File: config.mk
export PLATFORM = sky130hd
export DESIGN_NAME = uart_json_feedback_rx_flat
export DESIGN_NICKNAME = d
export VERILOG_FILES = /design/src/rtl/uart_json_feedback_rx_if.sv /design/src/rtl/uart_json_feedback_rx.sv /design/src/flat_wrapper.sv
export SDC_FILE = /design/constraint.sdc
export NUM_CORES = 1
export LEC_CHECK = 0
export ABC_AREA = 1
export CAP_MARGIN = 5
export CORE_UTILIZATION = 35
export DETAILED_ROUTE_END_ITERATION = 10
export DONT_BUFFER_PORTS = 1
export PLACE_DENSITY_LB_ADDON = 0.08
export SLEW_MARGIN = 40
export SYNTH_ARGS = -nofsm -noshare
export SYNTH_HDL_FRONTEND = slang
export SYNTH_SLANG_ARGS = --single-unit
File: constraint.sdc
create_clock -name clk -period 7.6 [get_ports clk]
set_input_delay 0.76 -clock clk [delete_from_list [all_inputs] [get_ports clk]]
set_output_delay 0.76 -clock clk [all_outputs]
set_load 0.01 [all_outputs]
File: src/rtl/uart_json_feedback_rx_if.sv
// rtl/uart_json_feedback_rx_if.sv - decoded feedback outputs of the UART JSON receiver
interface uart_json_feedback_rx_if #(
    parameter int VAL_W = 16
);
    logic [7:0]              rx_byte;
    logic                    rx_byte_valid;
    logic                    framing_err;
    logic                    parse_err;
    logic                    frame_valid;
    logic signed [VAL_W-1:0] type_code;
    logic signed [VAL_W-1:0] left_val;
    logic signed [VAL_W-1:0] right_val;
    logic [2:0]              fields_seen;

    modport master (
        output rx_byte, rx_byte_valid, framing_err, parse_err, frame_valid,
        output type_code, left_val, right_val, fields_seen
    );

    modport slave (
        input rx_byte, rx_byte_valid, framing_err, parse_err, frame_valid,
        input type_code, left_val, right_val, fields_seen
    );
endinterface

File: src/rtl/uart_json_feedback_rx.sv
// rtl/uart_json_feedback_rx.sv - 8N1 UART receiver feeding a flat JSON parser for T/L/R fields
module uart_json_feedback_rx #(
    parameter int CLKS_PER_BIT = 434,
    parameter int VAL_W        = 16,
    parameter int MAX_LEN      = 64
) (
    input  logic                     clk,
    input  logic                     rst_n,
    input  logic                     uart_in,
    uart_json_feedback_rx_if.master  fb
);
    localparam int CW   = $clog2(CLKS_PER_BIT + 1);
    localparam int HALF = CLKS_PER_BIT / 2;
    localparam int LW   = $clog2(MAX_LEN + 1);
    localparam logic [VAL_W-1:0] MAXV = {1'b0, {(VAL_W-1){1'b1}}};

    localparam logic [7:0] CH_LBRACE = 8'h7B, CH_RBRACE = 8'h7D, CH_QUOTE = 8'h22;
    localparam logic [7:0] CH_COLON  = 8'h3A, CH_COMMA  = 8'h2C, CH_MINUS = 8'h2D;
    localparam logic [7:0] CH_DOT    = 8'h2E, CH_T = 8'h54, CH_L = 8'h4C, CH_R = 8'h52;

    typedef enum logic [2:0] {RX_IDLE, RX_START, RX_DATA, RX_STOP, RX_BREAK} rx_state_t;
    typedef enum logic [3:0] {
        P_WAIT_OPEN, P_KEY_Q1, P_KEY_CH, P_KEY_Q2, P_COLON,
        P_VAL_START, P_VAL_INT, P_VAL_FRAC, P_SEP
    } p_state_t;

    logic sync1, sync2;

    always_ff @(posedge clk or negedge rst_n) begin
        if (!rst_n) begin
            sync1 <= 1'b1;
            sync2 <= 1'b1;
        end else begin
            sync1 <= uart_in;
            sync2 <= sync1;
        end
    end

    rx_state_t      rx_state, rx_state_n;
    logic [CW-1:0]  rx_cnt, rx_cnt_n;
    logic [2:0]     rx_bit, rx_bit_n;
    logic [7:0]     rx_shift, rx_shift_n, rx_byte_q, rx_byte_n;
    logic           rbv_q, rbv_n, fe_q, fe_n;

    always_ff @(posedge clk or negedge rst_n) begin
        if (!rst_n) begin
            rx_state  <= RX_IDLE;
            rx_cnt    <= '0;
            rx_bit    <= '0;
            rx_shift  <= '0;
            rx_byte_q <= '0;
            rbv_q     <= 1'b0;
            fe_q      <= 1'b0;
        end else begin
            rx_state  <= rx_state_n;
            rx_cnt    <= rx_cnt_n;
            rx_bit    <= rx_bit_n;
            rx_shift  <= rx_shift_n;
            rx_byte_q <= rx_byte_n;
            rbv_q     <= rbv_n;
            fe_q      <= fe_n;
        end
    end

    // Start bit is confirmed at mid-bit; every later sample lands one full bit after the previous.
    always_comb begin
        rx_state_n = rx_state;
        rx_cnt_n   = rx_cnt + CW'(1);
        rx_bit_n   = rx_bit;
        rx_shift_n = rx_shift;
        rx_byte_n  = rx_byte_q;
        rbv_n      = 1'b0;
        fe_n       = 1'b0;
        case (rx_state)
            RX_IDLE: begin
                rx_cnt_n = '0;
                rx_bit_n = '0;
                if (!sync2) rx_state_n = RX_START;
            end
            RX_START: begin
                if (rx_cnt == CW'(HALF - 1)) begin
                    rx_cnt_n   = '0;
                    rx_bit_n   = '0;
                    rx_state_n = sync2 ? RX_IDLE : RX_DATA;
                end
            end
            RX_DATA: begin
                if (rx_cnt == CW'(CLKS_PER_BIT - 1)) begin
                    rx_cnt_n   = '0;
                    rx_shift_n = {sync2, rx_shift[7:1]};
                    rx_bit_n   = rx_bit + 3'd1;
                    if (rx_bit == 3'd7) rx_state_n = RX_STOP;
                end
            end
            RX_STOP: begin
                if (rx_cnt == CW'(CLKS_PER_BIT - 1)) begin
                    rx_cnt_n = '0;
                    if (sync2) begin
                        rx_byte_n  = rx_shift;
                        rbv_n      = 1'b1;
                        rx_state_n = RX_IDLE;
                    end else begin
                        fe_n       = 1'b1;
                        rx_state_n = RX_BREAK;
                    end
                end
            end
            RX_BREAK: begin
                rx_cnt_n = '0;
                if (sync2) rx_state_n = RX_IDLE;
            end
            default: rx_state_n = RX_IDLE;
        endcase
    end

    p_state_t         p_state, p_state_n;
    logic [VAL_W-1:0] acc, acc_n;
    logic             neg, neg_n;
    logic [7:0]       key, key_n;
    logic [LW-1:0]    blen, blen_n;
    logic [VAL_W-1:0] stg_t, stg_t_n, stg_l, stg_l_n, stg_r, stg_r_n;
    logic [2:0]       flags, flags_n;
    logic [VAL_W-1:0] type_q, type_n, left_q, left_n, right_q, right_n;
    logic [2:0]       seen_q, seen_n;
    logic             fv_q, fv_n, pe_q, pe_n;

    logic             is_ws, is_digit;
    logic [VAL_W+3:0] acc_mul;
    logic [VAL_W-1:0] acc_sat, val_s;

    assign is_ws    = (rx_byte_q == 8'h20) || (rx_byte_q == 8'h0D) || (rx_byte_q == 8'h0A);
    assign is_digit = (rx_byte_q >= 8'h30) && (rx_byte_q <= 8'h39);
    assign acc_mul  = ({4'b0, acc} << 3) + ({4'b0, acc} << 1) + {{VAL_W{1'b0}}, rx_byte_q[3:0]};
    assign acc_sat  = (acc_mul > {4'b0, MAXV}) ? MAXV : acc_mul[VAL_W-1:0];
    assign val_s    = neg ? (~acc + VAL_W'(1)) : acc;

    always_ff @(posedge clk or negedge rst_n) begin
        if (!rst_n) begin
            p_state <= P_WAIT_OPEN;
            acc     <= '0;
            neg     <= 1'b0;
            key     <= '0;
            blen    <= '0;
            stg_t   <= '0;
            stg_l   <= '0;
            stg_r   <= '0;
            flags   <= '0;
            type_q  <= '0;
            left_q  <= '0;
            right_q <= '0;
            seen_q  <= '0;
            fv_q    <= 1'b0;
            pe_q    <= 1'b0;
        end else begin
            p_state <= p_state_n;
            acc     <= acc_n;
            neg     <= neg_n;
            key     <= key_n;
            blen    <= blen_n;
            stg_t   <= stg_t_n;
            stg_l   <= stg_l_n;
            stg_r   <= stg_r_n;
            flags   <= flags_n;
            type_q  <= type_n;
            left_q  <= left_n;
            right_q <= right_n;
            seen_q  <= seen_n;
            fv_q    <= fv_n;
            pe_q    <= pe_n;
        end
    end

    logic do_store, do_end, do_abort;

    always_comb begin
        p_state_n = p_state;
        acc_n     = acc;
        neg_n     = neg;
        key_n     = key;
        blen_n    = blen;
        stg_t_n   = stg_t;
        stg_l_n   = stg_l;
        stg_r_n   = stg_r;
        flags_n   = flags;
        type_n    = type_q;
        left_n    = left_q;
        right_n   = right_q;
        seen_n    = seen_q;
        fv_n      = 1'b0;
        pe_n      = 1'b0;
        do_store  = 1'b0;
        do_end    = 1'b0;
        do_abort  = 1'b0;

        if (fe_q) begin
            // A corrupted byte drops the frame without reporting a parse error.
            p_state_n = P_WAIT_OPEN;
        end else if (rbv_q) begin
            if (rx_byte_q == CH_LBRACE) begin
                pe_n      = (p_state != P_WAIT_OPEN);
                p_state_n = P_KEY_Q1;
                acc_n     = '0;
                neg_n     = 1'b0;
                flags_n   = '0;
                blen_n    = LW'(1);
            end else if (p_state != P_WAIT_OPEN) begin
                if (blen == LW'(MAX_LEN)) begin
                    do_abort = 1'b1;
                end else begin
                    blen_n = blen + LW'(1);
                    case (p_state)
                        P_KEY_Q1: begin
                            if (rx_byte_q == CH_QUOTE) p_state_n = P_KEY_CH;
                            else if (!is_ws)           do_abort  = 1'b1;
                        end
                        P_KEY_CH: begin
                            if (!is_ws) begin
                                key_n     = rx_byte_q;
                                p_state_n = P_KEY_Q2;
                            end
                        end
                        P_KEY_Q2: begin
                            if (rx_byte_q == CH_QUOTE) p_state_n = P_COLON;
                            else if (!is_ws)           do_abort  = 1'b1;
                        end
                        P_COLON: begin
                            if (rx_byte_q == CH_COLON) begin
                                p_state_n = P_VAL_START;
                                neg_n     = 1'b0;
                                acc_n     = '0;
                            end else if (!is_ws) begin
                                do_abort = 1'b1;
                            end
                        end
                        P_VAL_START: begin
                            if (is_digit) begin
                                acc_n     = {{(VAL_W-4){1'b0}}, rx_byte_q[3:0]};
                                p_state_n = P_VAL_INT;
                            end else if (rx_byte_q == CH_MINUS && !neg) begin
                                neg_n = 1'b1;
                            end else if (!is_ws) begin
                                do_abort = 1'b1;
                            end
                        end
                        P_VAL_INT, P_VAL_FRAC: begin
                            if (is_digit) begin
                                if (p_state == P_VAL_INT) acc_n = acc_sat;
                            end else if (rx_byte_q == CH_DOT && p_state == P_VAL_INT) begin
                                p_state_n = P_VAL_FRAC;
                            end else if (is_ws) begin
                                do_store  = 1'b1;
                                p_state_n = P_SEP;
                            end else if (rx_byte_q == CH_COMMA) begin
                                do_store  = 1'b1;
                                p_state_n = P_KEY_Q1;
                            end else if (rx_byte_q == CH_RBRACE) begin
                                do_store = 1'b1;
                                do_end   = 1'b1;
                            end else begin
                                do_abort = 1'b1;
                            end
                        end
                        P_SEP: begin
                            if (rx_byte_q == CH_COMMA)       p_state_n = P_KEY_Q1;
                            else if (rx_byte_q == CH_RBRACE) do_end    = 1'b1;
                            else if (!is_ws)                 do_abort  = 1'b1;
                        end
                        default: do_abort = 1'b1;
                    endcase
                end
            end
        end

        if (do_store) begin
            case (key)
                CH_T: begin stg_t_n = val_s; flags_n[2] = 1'b1; end
                CH_L: begin stg_l_n = val_s; flags_n[1] = 1'b1; end
                CH_R: begin stg_r_n = val_s; flags_n[0] = 1'b1; end
                default: ;
            endcase
        end

        if (do_abort) begin
            pe_n      = 1'b1;
            p_state_n = P_WAIT_OPEN;
        end

        // Commit uses the staging values just updated by this same closing byte.
        if (do_end) begin
            p_state_n = P_WAIT_OPEN;
            if (flags_n[2]) begin
                fv_n   = 1'b1;
                seen_n = flags_n;
                type_n = stg_t_n;
                if (flags_n[1]) left_n  = stg_l_n;
                if (flags_n[0]) right_n = stg_r_n;
            end else begin
                pe_n = 1'b1;
            end
        end
    end

    assign fb.rx_byte       = rx_byte_q;
    assign fb.rx_byte_valid = rbv_q;
    assign fb.framing_err   = fe_q;
    assign fb.parse_err     = pe_q;
    assign fb.frame_valid   = fv_q;
    assign fb.type_code     = type_q;
    assign fb.left_val      = left_q;
    assign fb.right_val     = right_q;
    assign fb.fields_seen   = seen_q;
endmodule

File: src/flat_wrapper.sv
// flat-port wrapper written by rule: the top's interface ports become plain ports
module uart_json_feedback_rx_flat 
#(
    parameter int CLKS_PER_BIT = 434,
    parameter int VAL_W        = 16,
    parameter int MAX_LEN      = 64
)
  (clk, rst_n, uart_in, fb_rx_byte, fb_rx_byte_valid, fb_framing_err, fb_parse_err, fb_frame_valid, fb_type_code, fb_left_val, fb_right_val, fb_fields_seen);
  uart_json_feedback_rx_if #(.VAL_W(VAL_W)) fb_i ();
  input  logic clk;
  input  logic rst_n;
  input  logic uart_in;
  output wire logic [$bits(fb_i.rx_byte)-1:0] fb_rx_byte;
  output wire logic [$bits(fb_i.rx_byte_valid)-1:0] fb_rx_byte_valid;
  output wire logic [$bits(fb_i.framing_err)-1:0] fb_framing_err;
  output wire logic [$bits(fb_i.parse_err)-1:0] fb_parse_err;
  output wire logic [$bits(fb_i.frame_valid)-1:0] fb_frame_valid;
  output wire logic [$bits(fb_i.type_code)-1:0] fb_type_code;
  output wire logic [$bits(fb_i.left_val)-1:0] fb_left_val;
  output wire logic [$bits(fb_i.right_val)-1:0] fb_right_val;
  output wire logic [$bits(fb_i.fields_seen)-1:0] fb_fields_seen;
  assign fb_rx_byte = fb_i.rx_byte;
  assign fb_rx_byte_valid = fb_i.rx_byte_valid;
  assign fb_framing_err = fb_i.framing_err;
  assign fb_parse_err = fb_i.parse_err;
  assign fb_frame_valid = fb_i.frame_valid;
  assign fb_type_code = fb_i.type_code;
  assign fb_left_val = fb_i.left_val;
  assign fb_right_val = fb_i.right_val;
  assign fb_fields_seen = fb_i.fields_seen;
  uart_json_feedback_rx #(.CLKS_PER_BIT(CLKS_PER_BIT), .VAL_W(VAL_W), .MAX_LEN(MAX_LEN)) u_core (.clk(clk), .rst_n(rst_n), .uart_in(uart_in), .fb(fb_i));
endmodule
# Word level (Yosys, flattened, before mapping)
# Index checks and enable logic that the tools add are counted.
[op_classes]
n_mux = 118
n_reduce_logical = 31
bitwise = 5
magnitude_cmp = 3
add_sub_neg = 6
n_eq_ne = 49
[op_table]
columns = ["cell", "n"]
rows = [
  ["$mux W16", 15],
  ["$mux W4", 16],
  ["$mux W1", 60],
  ["$eq A8 B6 Y1 const B", 6],
  ["$pmux W16 S3", 1],
  ["$eq A8 B7 Y1 const B", 5],
  ["$mux W3", 13],
  ["$pmux W4 S7", 1],
  ["$pmux W9 S3", 1],
  ["$ne A6 B1 Y1 const B", 4],
  ["$mux W7", 3],
  ["$add A19 B17 Y20", 1],
  ["$add A20 B4 Y20", 1],
  ["$gt A20 B15 Y1 const B", 1],
  ["$mux W9", 2],
  ["$add A16 B1 Y16 const B", 1],
  ["$eq A4 B3 Y1 const B", 4],
  ["$eq A8 B4 Y1 const B", 2],
  ["$not A16 Y16", 1],
  ["$ne A3 B1 Y1 const B", 5],
  ["$pmux W3 S5", 1],
  ["$ne A2 B1 Y1 const B", 6],
  ["$ne A6 B5 Y1 const B", 2],
  ["$reduce_and A3 Y1", 4],
  ["39 further kinds", 56],
]
[word_totals]
input_bits = 3
out_inout_bits = 63
reg_bits = 175
elab_cells = 236

# Longest topological paths before layout
# Gate-level depths: netlist of run 1.
[depth]
depth_word = 15
ltp_mapped = 18
depth_no_buf = 17

# Worst setup path after synthesis of run 1
# OpenSTA, ideal clock, no wires.
[synth_path]
kind = "reg2reg"
start = "register u_core.rx_byte_q[3], in the netlist u_core.fb.rx_byte[3]"
end = "register u_core.acc[10]"
setup_slack_ns = 4.954
setup_ns = 0.123
arrival_time_ns = 2.523
n_path_buf = 1
stages_incl_launch_ff = 16
required_ns = 7.477
period_less_slack_ns = 2.646
path_cell_list = "dfrtp_1 > fa_1 > fa_1 > nand2_1 > nand2_1 > nand2_1 > o21ai_1 > nand3_1 > nand2_1 > nand2_1 > nand3_1 > nor2_1 > nand2_1 > clkbuf_1 > o21ai_0 > nand2_1"
[synth_via]
elab_chain_cells = 9
word_cells_on_any_way = 22
cone_classes = "add/sub: 1; order compare: 3; eq/ne: 7; mux: 7; reduce/logical: 4"
[synth_rtl]
columns = ["item", "line", "source"]
rows = [
  ["from (decl)", "uart_json_feedback_rx.sv:42", "logic [7:0] rx_shift, rx_shift_n, rx_byte_q, rx_byte_n;"],
  ["from (signal assigned)", "uart_json_feedback_rx.sv:59", "rx_byte_q <= rx_byte_n;"],
  ["$add A20 B4 Y20", "uart_json_feedback_rx.sv:133", "assign acc_mul = ({4'b0, acc} << 3) + ({4'b0, acc} << 1) + {{VAL_W{1'b0}}, rx_byte_q[3:0]};"],
  ["$gt A20 B15 Y1", "uart_json_feedback_rx.sv:134", "assign acc_sat = (acc_mul > {4'b0, MAXV}) ? MAXV : acc_mul[VAL_W-1:0];"],
  ["$mux W16", "uart_json_feedback_rx.sv:134", ""],
  ["$mux W16", "uart_json_feedback_rx.sv:247", "if (p_state == P_VAL_INT) acc_n = acc_sat;"],
  ["$mux W16", "uart_json_feedback_rx.sv:246", "if (is_digit) begin"],
  ["$pmux W16 S3", "uart_json_feedback_rx.sv:211", "case (p_state)"],
  ["$mux W16", "uart_json_feedback_rx.sv:207", "if (blen == LW'(MAX_LEN)) begin"],
  ["$mux W16", "uart_json_feedback_rx.sv:206", "end else if (p_state != P_WAIT_OPEN) begin"],
  ["$mux W16", "uart_json_feedback_rx.sv:199", "if (rx_byte_q == CH_LBRACE) begin"],
  ["to (signal assigned)", "uart_json_feedback_rx.sv:156", "acc <= acc_n;"],
  ["to (decl)", "uart_json_feedback_rx.sv:117", "logic [VAL_W-1:0] acc, acc_n;"],
]
# Several ways; a longest one is shown, not always the timed one. The select of a mux whose other input is x is not followed.
# A chain may end at the register's enable or synchronous reset.

# Final worst setup path of run 1
[layout_path]
start = "register u_core.acc[2]"
end = "register u_core.acc[1]"
[layout_via]
elab_chain_cells = 10
[layout_rtl]
columns = ["item", "line"]
rows = [
  ["$add A19 B17 Y20", "uart_json_feedback_rx.sv:133"],
  ["$add A20 B4 Y20", "uart_json_feedback_rx.sv:133"],
  ["$gt A20 B15 Y1", "uart_json_feedback_rx.sv:134"],
  ["$mux W16", "uart_json_feedback_rx.sv:134"],
  ["$mux W16", "uart_json_feedback_rx.sv:247"],
  ["$mux W16", "uart_json_feedback_rx.sv:246"],
  ["$pmux W16 S3", "uart_json_feedback_rx.sv:211"],
  ["$mux W16", "uart_json_feedback_rx.sv:207"],
  ["$mux W16", "uart_json_feedback_rx.sv:206"],
  ["$mux W16", "uart_json_feedback_rx.sv:199"],
]
# No other way between the ends. The select of a mux whose other input is x is not followed.

==> results_dict.tcl, run 1 <==
set metrics [dict create \
    synth_top_area_share 0.478 \
    cts_tree "built" \
    post-dp-hpwl_mm 16.3 \
    die_x_um 163 \
    grt_pass1_vias 7084 \
    maxCapViolCount 0 \
    ys_ff_latch 175 \
    fin_util 0.396 \
    clock_skew_ps 15.4 \
    final-setup-viol-count 0 \
    r2r-end "u_core.acc[1]" \
    grt_overflow_total 0 \
    postRouteAntennaNets 0 \
    reg2reg_setup_slack_ps 4430 \
    rr_startpoint "u_core.acc[2]" \
    crit_top_cell "nand2_1" \
    hold_class "input pin to async pin" \
    initial_core_util 0.359 \
    clockBufferDepth 2 \
    avgRoutedWirePerCell_um 15.4 \
    path_clk_slew_ps 80 \
    cts_sinks 175 \
    hold_ws_ps 32.3 \
    cp_data_arrival_time_ps 3500 \
    synth_seq_area_share 0.484 \
    design_area_mm2 0.00999 \
    fin_setup_tns_ps 0 \
    clockRootBuffer "clkbuf_16" \
    place_congestion 0.847 \
    cp.required_ps 7930 \
    p_clk_frac 0.493 \
    clkLatencyLatePin_ps 440 \
    first_pass_iters 5 \
    initialDrtViolationCount 548 \
    irDropWorstVdd_v 0.000140 \
    crit_buf_inv 0 \
    r2r_cells 16 \
    vias 7121 \
    p_int_mw 1.41 \
    synthCells 1135 \
    finalNetCount 1177 \
    viasPerCell 4.82 \
    synth_edf_count 0 \
    yosys_warnings 0 \
    io_buffer_count 0 \
    preCtsSetupSlack_ps 4430 \
    synth_ff_type "dfrtp_1" \
    worst_pin_slew_ps 717 \
    antenna_found_initial 0 \
    yosys.cell_count.top_type "nand2_1" \
    place_area_mm2 0.00938 \
    synthDistinctLibCells 44 \
    ys_top_cells_by_count "377 x nand2_1, 173 x dfrtp_1, 128 x inv_1, 100 x o21ai_0, 69 x nor2_1" \
    htreeDepth 4 \
    drv_slew 0 \
    layout-drive-gt1-share 0.0558 \
    die_h_um 163 \
    swShare 0.234 \
    crit_fanout 12 \
    start_kind "register" \
    synth_top_cell_by_area "dfrtp_1" \
    post-route-period-util 0.418 \
    cp_top_family "simple AND/OR/NAND/NOR gates" \
    area_delta_synth_final_pct 10.3 \
    cpPeakStageDelay_ps 560 \
    period_minus_slack_ps 3170 \
    syn_avg_cell_area_um2 7.98 \
    run_status "finished, final reports clean" \
    fillers 2588 \
    wirelength_mm 22.7 \
    combPwrFrac 0.001 \
    ctsResizeCount 0 \
    synth-async-reset-ratio 1.00 \
    crit_type "register to register" \
    core-area_mm2 0.0253 \
    drc 0 \
    p_sw_uw 432 \
    io_pins 66 \
    synth_area_leaders "dfrtp_1 48%, nand2_1 16%, o21ai_0 5.5%, ha_1 5.4%, inv_1 5.3%" \
    clock.fmax_ghz 0.315 \
    slowest_stage "fa_1" \
    rsz0062_at_grt "false" \
    diodes 0 \
    worst_slack_ps 4430 \
    cp-end-kind "register" \
    sequentialPowerShare 0.505 \
    grt_pass1_wl_mm 37.2 \
    grt_start_max_net_pins 176 \
    rows 58 \
    p_leak_nw 5.38 \
    grt_usage 0.179 \
    synth.net_count 1179 \
    crit_chain "fa_1 > fa_1 > nand2_1 > nand2_1 > nand2_1 > o21ai_1 > nand3_1 > nand2_1 > nand2_1 > nand3_1 > nor2_1 > nand2_1 > nand2_1 > nand2_1 > nand2_1 > nand2_1" \
    numCtsBuffers 17 \
    relSlewSlack 0.520 \
    register_area_mm2 0.00438 \
    multi_input_area_mm2 0.00406 \
    p_per_area_mw_per_mm2 185 \
    dieArea_mm2 0.0265 \
    syn_area_mm2 0.00906 \
    hold_violations 0 \
]
[state kept, by name, summed over array words and instances (netlist names), 8 cells and up]
signal and cells:
u_core.acc 16, u_core.fb.rx_byte 8, u_core.fb.right_val 16, u_core.rx_shift 8, u_core.fb.left_val 16, u_core.stg_l 16, u_core.rx_cnt 9, u_core.key 8
u_core.fb.type_code 16, u_core.stg_t 16, u_core.stg_r 16
[power by group through the flow]
stage	combinational [mW]	sequential (mW)	clock (mW)
after floorplan	0.000682	0.950	0
after global placement	0.000850	0.950	0
after detailed placement	0.000817	0.950	0
after CTS	0.000822	0.931	0.930
after global routing	0.00320	0.931	0.962
final	0.00274	0.932	0.910
[cells by family after synthesis]
kind of cell	share of synthesized area
simple gates	0.255
compound gates	0.106
flops	0.484
buf+inv	0.0695
fa+ha+maj	0.0583
xor+xnor	0.0242
mux	0.00359
[area by class of cell]
type | count | share of cell area
sequential | 175 | 0.439
multi-input combinational | 802 | 0.406
inverter | 134 | 0.0513
clock buffer | 18 | 0.0440
tap | 330 | 0.0413
clock inverter | 14 | 0.0164
timing repair buffer | 3 | 0.00250
[stage by stage]
| stage | instances | power, mW |
|---|---|---|
| 2_1_floorplan | 1135 | 0.951 |
| 3_3_place_gp | 1443 | 0.951 |
| 3_5_place_dp | 1443 | 0.951 |
| 4_1_cts | 1475 | 1.86 |
| 5_1_grt | 1476 | 1.90 |
| 6_report | 1476 | 1.84 |
[how the worst max path moves through the flow]
| stage | depth (start not counted) | to | from |
|---|---|---|---|
| CTS | 16 | u_core.acc[1] | u_core.acc[2] |
| finish | 16 | u_core.acc[1] | u_core.acc[2] |
| floorplan | 15 | u_core.acc[10] | u_core.fb.rx_byte[3] |
| detailed placement | 16 | u_core.acc[1] | u_core.acc[2] |
| global route | 16 | u_core.fb.left_val[13] | u_core.fb.rx_byte[2] |
| global placement | 12 | u_core.fb.type_code[3] | u_core.fb.rx_byte[0] |
[cell usage in the layout (no fill, tap or decap), drive strengths merged, types with 14 or more instances in the layout]
cell	n
a21oi	34
clkbuf	18
dfrtp	173
ha	39
inv	140
nand2	383
nand3	51
nand4	14
nor2	72
nor3	22
o21a	15
o21ai	114
xor2	19
[what timing repair did]
action | 4_1_cts | 5_1_grt
buffers inserted | 0 | 0
hold buffers | 0 | 1
hold endpoints to repair | 0 | 15
[per-layer routing]
| layer | GRT usage | vias to the layer above | wire [um] |
|---|---|---|---|
| li1 | - | 3636 | - |
| met1 | 0.247 | 3363 | 11200 |
| met2 | 0.285 | 107 | 10400 |
| met3 | 0.0395 | 15 | 895 |
| met4 | 0.0421 | 0 | 178 |
| met5 | 0 | - | 0 |
No activity file was read; power rests on OpenSTA's default activity.
==> run 2: changes to the inputs <==
==> constraint.sdc (replaced) <==
create_clock -name clk -period 3.2 [get_ports clk]
set_input_delay 0.32 -clock clk [delete_from_list [all_inputs] [get_ports clk]]
set_output_delay 0.32 -clock clk [all_outputs]
set_load 0.01 [all_outputs]
==> run 2 against run 1 <==
Net effect: the run now ends with hold timing left; global-route usage increased by 0.37 points; routed wire length increased by 0.76%; via count increased by 0.70%; largest cell class unchanged; highest routed layer unchanged.
==> results_dict.tcl, run 2 (same netlist as run 1, synthesis figures left out) <==
set metrics [dict create \
    relSlewSlack 0.590 \
    cts_hold_buf 1 \
    fin_util 0.402 \
    layout-drive-gt1-share 0.0679 \
    drc 0 \
    io_pins 66 \
    diodes 0 \
    place_congestion 0.873 \
    total_power_mw 4.43 \
    finalNonFillerCells 1493 \
    viasPerCell 4.80 \
    hold_ws_ps -426 \
    first_pass_iters 5 \
    maxCapViolCount 0 \
    dieArea_mm2 0.0265 \
    dp.cells 1460 \
    final_cell_mix "376 x nand2_1, 173 x dfrtp_1, 128 x inv_1, 100 x o21ai_0, 69 x nor2_1" \
    numCtsBuffers 17 \
    die_x_um 163 \
    vias 7171 \
    irDropWorstVdd_v 0.000420 \
    final-setup-viol-count 0 \
    final_common_cell "nand2_1" \
    clockRootBuffer "clkbuf_16" \
    cp-end-kind "register" \
    rows 58 \
    crit_fanout 12 \
    rsz0062_at_grt "false" \
    cp.required_ps 3520 \
    postCtsSetupRepairBufs 0 \
    wl_met3_um 997 \
    avgRoutedWirePerCell_um 15.3 \
    grt_start_max_net_pins 176 \
    initialDrtViolationCount 436 \
    hold_class "input pin to async pin" \
    violations "hold timing" \
    highest_layer "met4" \
    design_area_mm2 0.0102 \
    worst_pin_slew_ps 613 \
    initial_core_util 0.359 \
    grt_usage 0.183 \
    place_area_mm2 0.00950 \
    cts_tree "built" \
    post-dp-hpwl_mm 16.4 \
    clockBufferDepth 2 \
    worst_slack_ps 328 \
    grt_pass1_vias 7146 \
    antenna_found_initial 0 \
    path_clk_slew_ps 80 \
    crit_type "register to register" \
    post-route-period-util 0.898 \
    area_delta_synth_final_pct 12.1 \
    clock.fmax_ghz 0.348 \
    cp_data_arrival_time_ps 3190 \
    wirelength_mm 22.9 \
    clock_skew_ps 14.5 \
    drv_slew 0 \
    postRouteAntennaNets 0 \
    start_kind "register" \
    grt_overflow_total 0 \
    wl_met2_mm 10.7 \
    htreeDepth 4 \
    period_minus_slack_ps 2870 \
    run_status "finished with violations" \
    fillers 2640 \
    cts_sinks 175 \
    die_h_um 163 \
    grt_pass1_wl_mm 38.0 \
    p_per_area_mw_per_mm2 436 \
    core-area_mm2 0.0253 \
    p_leak_nw 5.48 \
    preCtsSetupSlack_ps 173 \
    hold_violations 175 \
    met1_length_mm 10.9 \
    clkLatencyLatePin_ps 440 \
    finalNetCount 1194 \
    io_buffer_count 0 \
    fin_setup_tns_ps 0 \
]
run 2: changes by cell type in the layout (fill, tap and decap cells not counted), sizes merged:
cell      delta
buf         +17
clkinv       +3
clkinvlp     -2
bufinv       -1
clkbuf       -1
inv          +1
run 2: worst max-delay path, stage by stage (launching register included):
cell     delay (ps)
dfrtp_1         450
fa_1            530
fa_1            470
nand2_1          90
nand2_1          50
nand2_1         110
o21ai_1         130
nand3_1         110
nand2_1          60
nand2_1          60
nand3_1          60
nor2_1          110
nand2_2         170
nand2_1         170
nand2_1          60
nand2_1          70
nand2_1          50
run 2: final timing paths:
check	from	end	slack, ps	cells after the start
worst max-delay path	u_core.acc[0]	u_core.acc[3]	330	16
min in group clk	u_core.sync1	u_core.sync2	360	0
worst min register to register	u_core.sync1	u_core.sync2	360	0
max in group asynchronous	rst_n	u_core.sync1	3220	0
worst min-delay path	rst_n	u_core.acc[13]	-430	0
worst max register to register	u_core.acc[0]	u_core.acc[3]	330	16
run 2: routing by layer:
| metal | vias up | GRT usage |
|---|---|---|
| met5 | - | 0 |
| met4 | 0 | 0.0484 |
| met3 | 22 | 0.0400 |
| met2 | 112 | 0.298 |
| met1 | 3368 | 0.244 |
| li1 | 3669 | - |
run 2: area by class of cell:
type	instances	area, um^2	share of cell area
Sequential cell	175	4380	0.431
Multi-Input combinational cell	802	4050	0.399
Inverter	134	513	0.0505
Clock buffer	17	425	0.0419
Tap cell	330	413	0.0407
Clock inverter	15	218	0.0214
Timing Repair Buffer	20	153	0.0150
run 2: timing repair:
action	CTS	global route
endpoints found under the setup margin	0	11
resized for setup	0	1
hold endpoints to repair	176	175
run 2: where the power goes:
group	total [mW]	internal, mW	switching (mW)	leakage, nW
clock network	2.22	1.10	1.12	0.308
logic	0.00293	0.00135	0.00157	2.75
registers	2.21	2.21	0.000606	2.42
total	4.43	3.31	1.12	5.48
==> run 3: changes to the inputs <==
--- a/config.mk
+++ b/config.mk
@@ -7,6 +7,8 @@
 export LEC_CHECK = 0
 export ABC_AREA = 1
 export CAP_MARGIN = 5
+export CELL_PAD_IN_SITES_DETAIL_PLACEMENT = 1
+export CELL_PAD_IN_SITES_GLOBAL_PLACEMENT = 1
 export CORE_UTILIZATION = 35
 export DETAILED_ROUTE_END_ITERATION = 10
 export DONT_BUFFER_PORTS = 1
==> run 3 against run 2 <==
Net effect: non-clock buffer count rose by 2; the run still ends with hold timing left; highest routed layer unchanged; maximum frequency down 2.1%; routed wire length up 6.3%; worst hold slack barely moved; clock-buffer cell count unchanged; first-iteration DRC count down 10%; sequential share of layout area increased by 0.10 points; via count is 0.96% higher; largest cell class unchanged; cell area fell by 0.23%.
==> results_dict.tcl, run 3 (same netlist as run 1, synthesis figures left out) <==
set metrics [dict create \
    finalNetCount 1196 \
    antenna_found_initial 1 \
    cp.required_ps 3520 \
    violations "hold timing" \
    rsz0062_at_grt "false" \
    swShare 0.248 \
    irDropWorstVdd_v 0.000255 \
    drv_slew 0 \
    preCtsSetupSlack_ps 224 \
    rows 58 \
    grt_overflow_total 0 \
    io_pins 66 \
    clockBufferDepth 2 \
    cts_hold_buf 1 \
    diodes 0 \
    clock_skew_ps 17.6 \
    cts_sinks 175 \
    combPwrFrac 0.001 \
    sequentialPowerShare 0.507 \
    crit_fanout 8 \
    htreeDepth 4 \
    clkLatencyLatePin_ps 440 \
    final-setup-viol-count 0 \
    design_area_mm2 0.0101 \
    r2r_cells 15 \
    crit_type "register to register" \
    clockRootBuffer "clkbuf_16" \
    area_delta_synth_final_pct 11.8 \
    post-route-period-util 0.917 \
    worst_pin_slew_ps 704 \
    initial_core_util 0.359 \
    postRouteAntennaNets 0 \
    io_buffer_count 0 \
    cp_data_arrival_time_ps 3250 \
    dp.cells 1462 \
    postCtsSetupRepairBufs 0 \
    fillers 3093 \
    total_power_mw 4.37 \
    avgRoutedWirePerCell_um 16.3 \
    r2r-end "u_core.acc[11]" \
    period_minus_slack_ps 2930 \
    hold_ws_ps -426 \
    numCtsBuffers 17 \
    hold_class "input pin to async pin" \
    crit_start "u_core.acc[0]" \
    cp-end-kind "register" \
    hold_violations 173 \
    drc 0 \
    place_congestion 0.816 \
    p_clk_frac 0.493 \
    finalNonFillerCells 1495 \
    p_leak_nw 5.48 \
    final_common_cell "nand2_1" \
    relSlewSlack 0.527 \
    cts_tree "built" \
    place_area_mm2 0.00951 \
    die_h_um 163 \
    grt_start_max_net_pins 176 \
    fin_setup_tns_ps 0 \
    dieArea_mm2 0.0265 \
    first_pass_iters 4 \
    vias 7240 \
    p_per_area_mw_per_mm2 431 \
    grt_pass1_vias 7671 \
    rr_startpoint "u_core.acc[0]" \
    final_cell_mix "376 x nand2_1, 173 x dfrtp_1, 128 x inv_1, 99 x o21ai_0, 69 x nor2_1" \
    grt_usage 0.195 \
    die_x_um 163 \
    maxCapViolCount 0 \
    p_int_mw 3.28 \
    wirelength_mm 24.3 \
    run_status "finished with violations" \
    p_sw_mw 1.08 \
    initialDrtViolationCount 391 \
    reg2reg_setup_slack_ps 270 \
    path_clk_slew_ps 80 \
    clock.fmax_ghz 0.341 \
    worst_slack_ps 266 \
    fin_util 0.401 \
    viasPerCell 4.84 \
    post-dp-hpwl_mm 17.7 \
    start_kind "register" \
    grt_pass1_wl_mm 40.8 \
    core-area_mm2 0.0253 \
    layout-drive-gt1-share 0.0695 \
]
==> run 3: cell types whose count changed in the layout (fill, tap and decap cells not counted), sizes merged <==
cell and change:
clkinv -2, inv +2, buf +2
==> run 3: worst max path at each step <==
stage	end
after global placement	u_core.acc[7]
after CTS	u_core.acc[13]
after detailed placement	u_core.acc[11]
after global routing	u_core.acc[13]
after floorplan	u_core.acc[10]
final	u_core.acc[11]
==> run 3: repair_timing <==
action	4_1_cts	5_1_grt
gates resized for setup	0	2
hold endpoints to repair	176	175
setup endpoints to repair	0	8
==> run 3: worst max-delay path, cell delays in order, from the launching register on <==
cell	delay (ps)
dfrtp_1	450
fa_1	520
fa_1	480
nand2_1	90
nand2_1	60
nand2_1	110
o21ai_1	130
nand3_1	110
nand2_1	50
nand2_1	60
nand3_1	70
nor2_1	140
nand2_2	120
buf_4	180
o21ai_0	190
nand2_1	70
==> run 3: cell type report <==
cell class                 instances  area [um^2]  area share
clock buffer                      17          425      0.0420
tap                              330          413      0.0408
inverter                         134          513      0.0506
multi-input combinational        802         4050       0.400
clock inverter                    15          179      0.0177
sequential                       175         4380       0.433
timing repair buffer              22          168      0.0165
==> run 3: layer usage <==
| metal | part of all wire | wire, um | vias up | global-route usage |
|---|---|---|---|---|
| li1 | - | - | 3665 | - |
| met1 | 0.48 | 11700 | 3488 | 0.259 |
| met2 | 0.48 | 11600 | 73 | 0.328 |
| met3 | 0.031 | 763 | 14 | 0.0382 |
| met4 | 0.0070 | 170 | 0 | 0.0382 |
| met5 | 0 | 0 | - | 0 |
==> run 3: power by group through the flow <==
stage / registers (mW) / logic (mW) / clock network, mW
3_3_place_gp: 2.26 / 0.00209 / 0
3_5_place_dp: 2.26 / 0.00216 / 0
4_1_cts: 2.21 / 0.00313 / 2.22
5_1_grt: 2.21 / 0.00347 / 2.31
6_report: 2.21 / 0.00316 / 2.15
2_1_floorplan: 2.26 / 0.00162 / 0
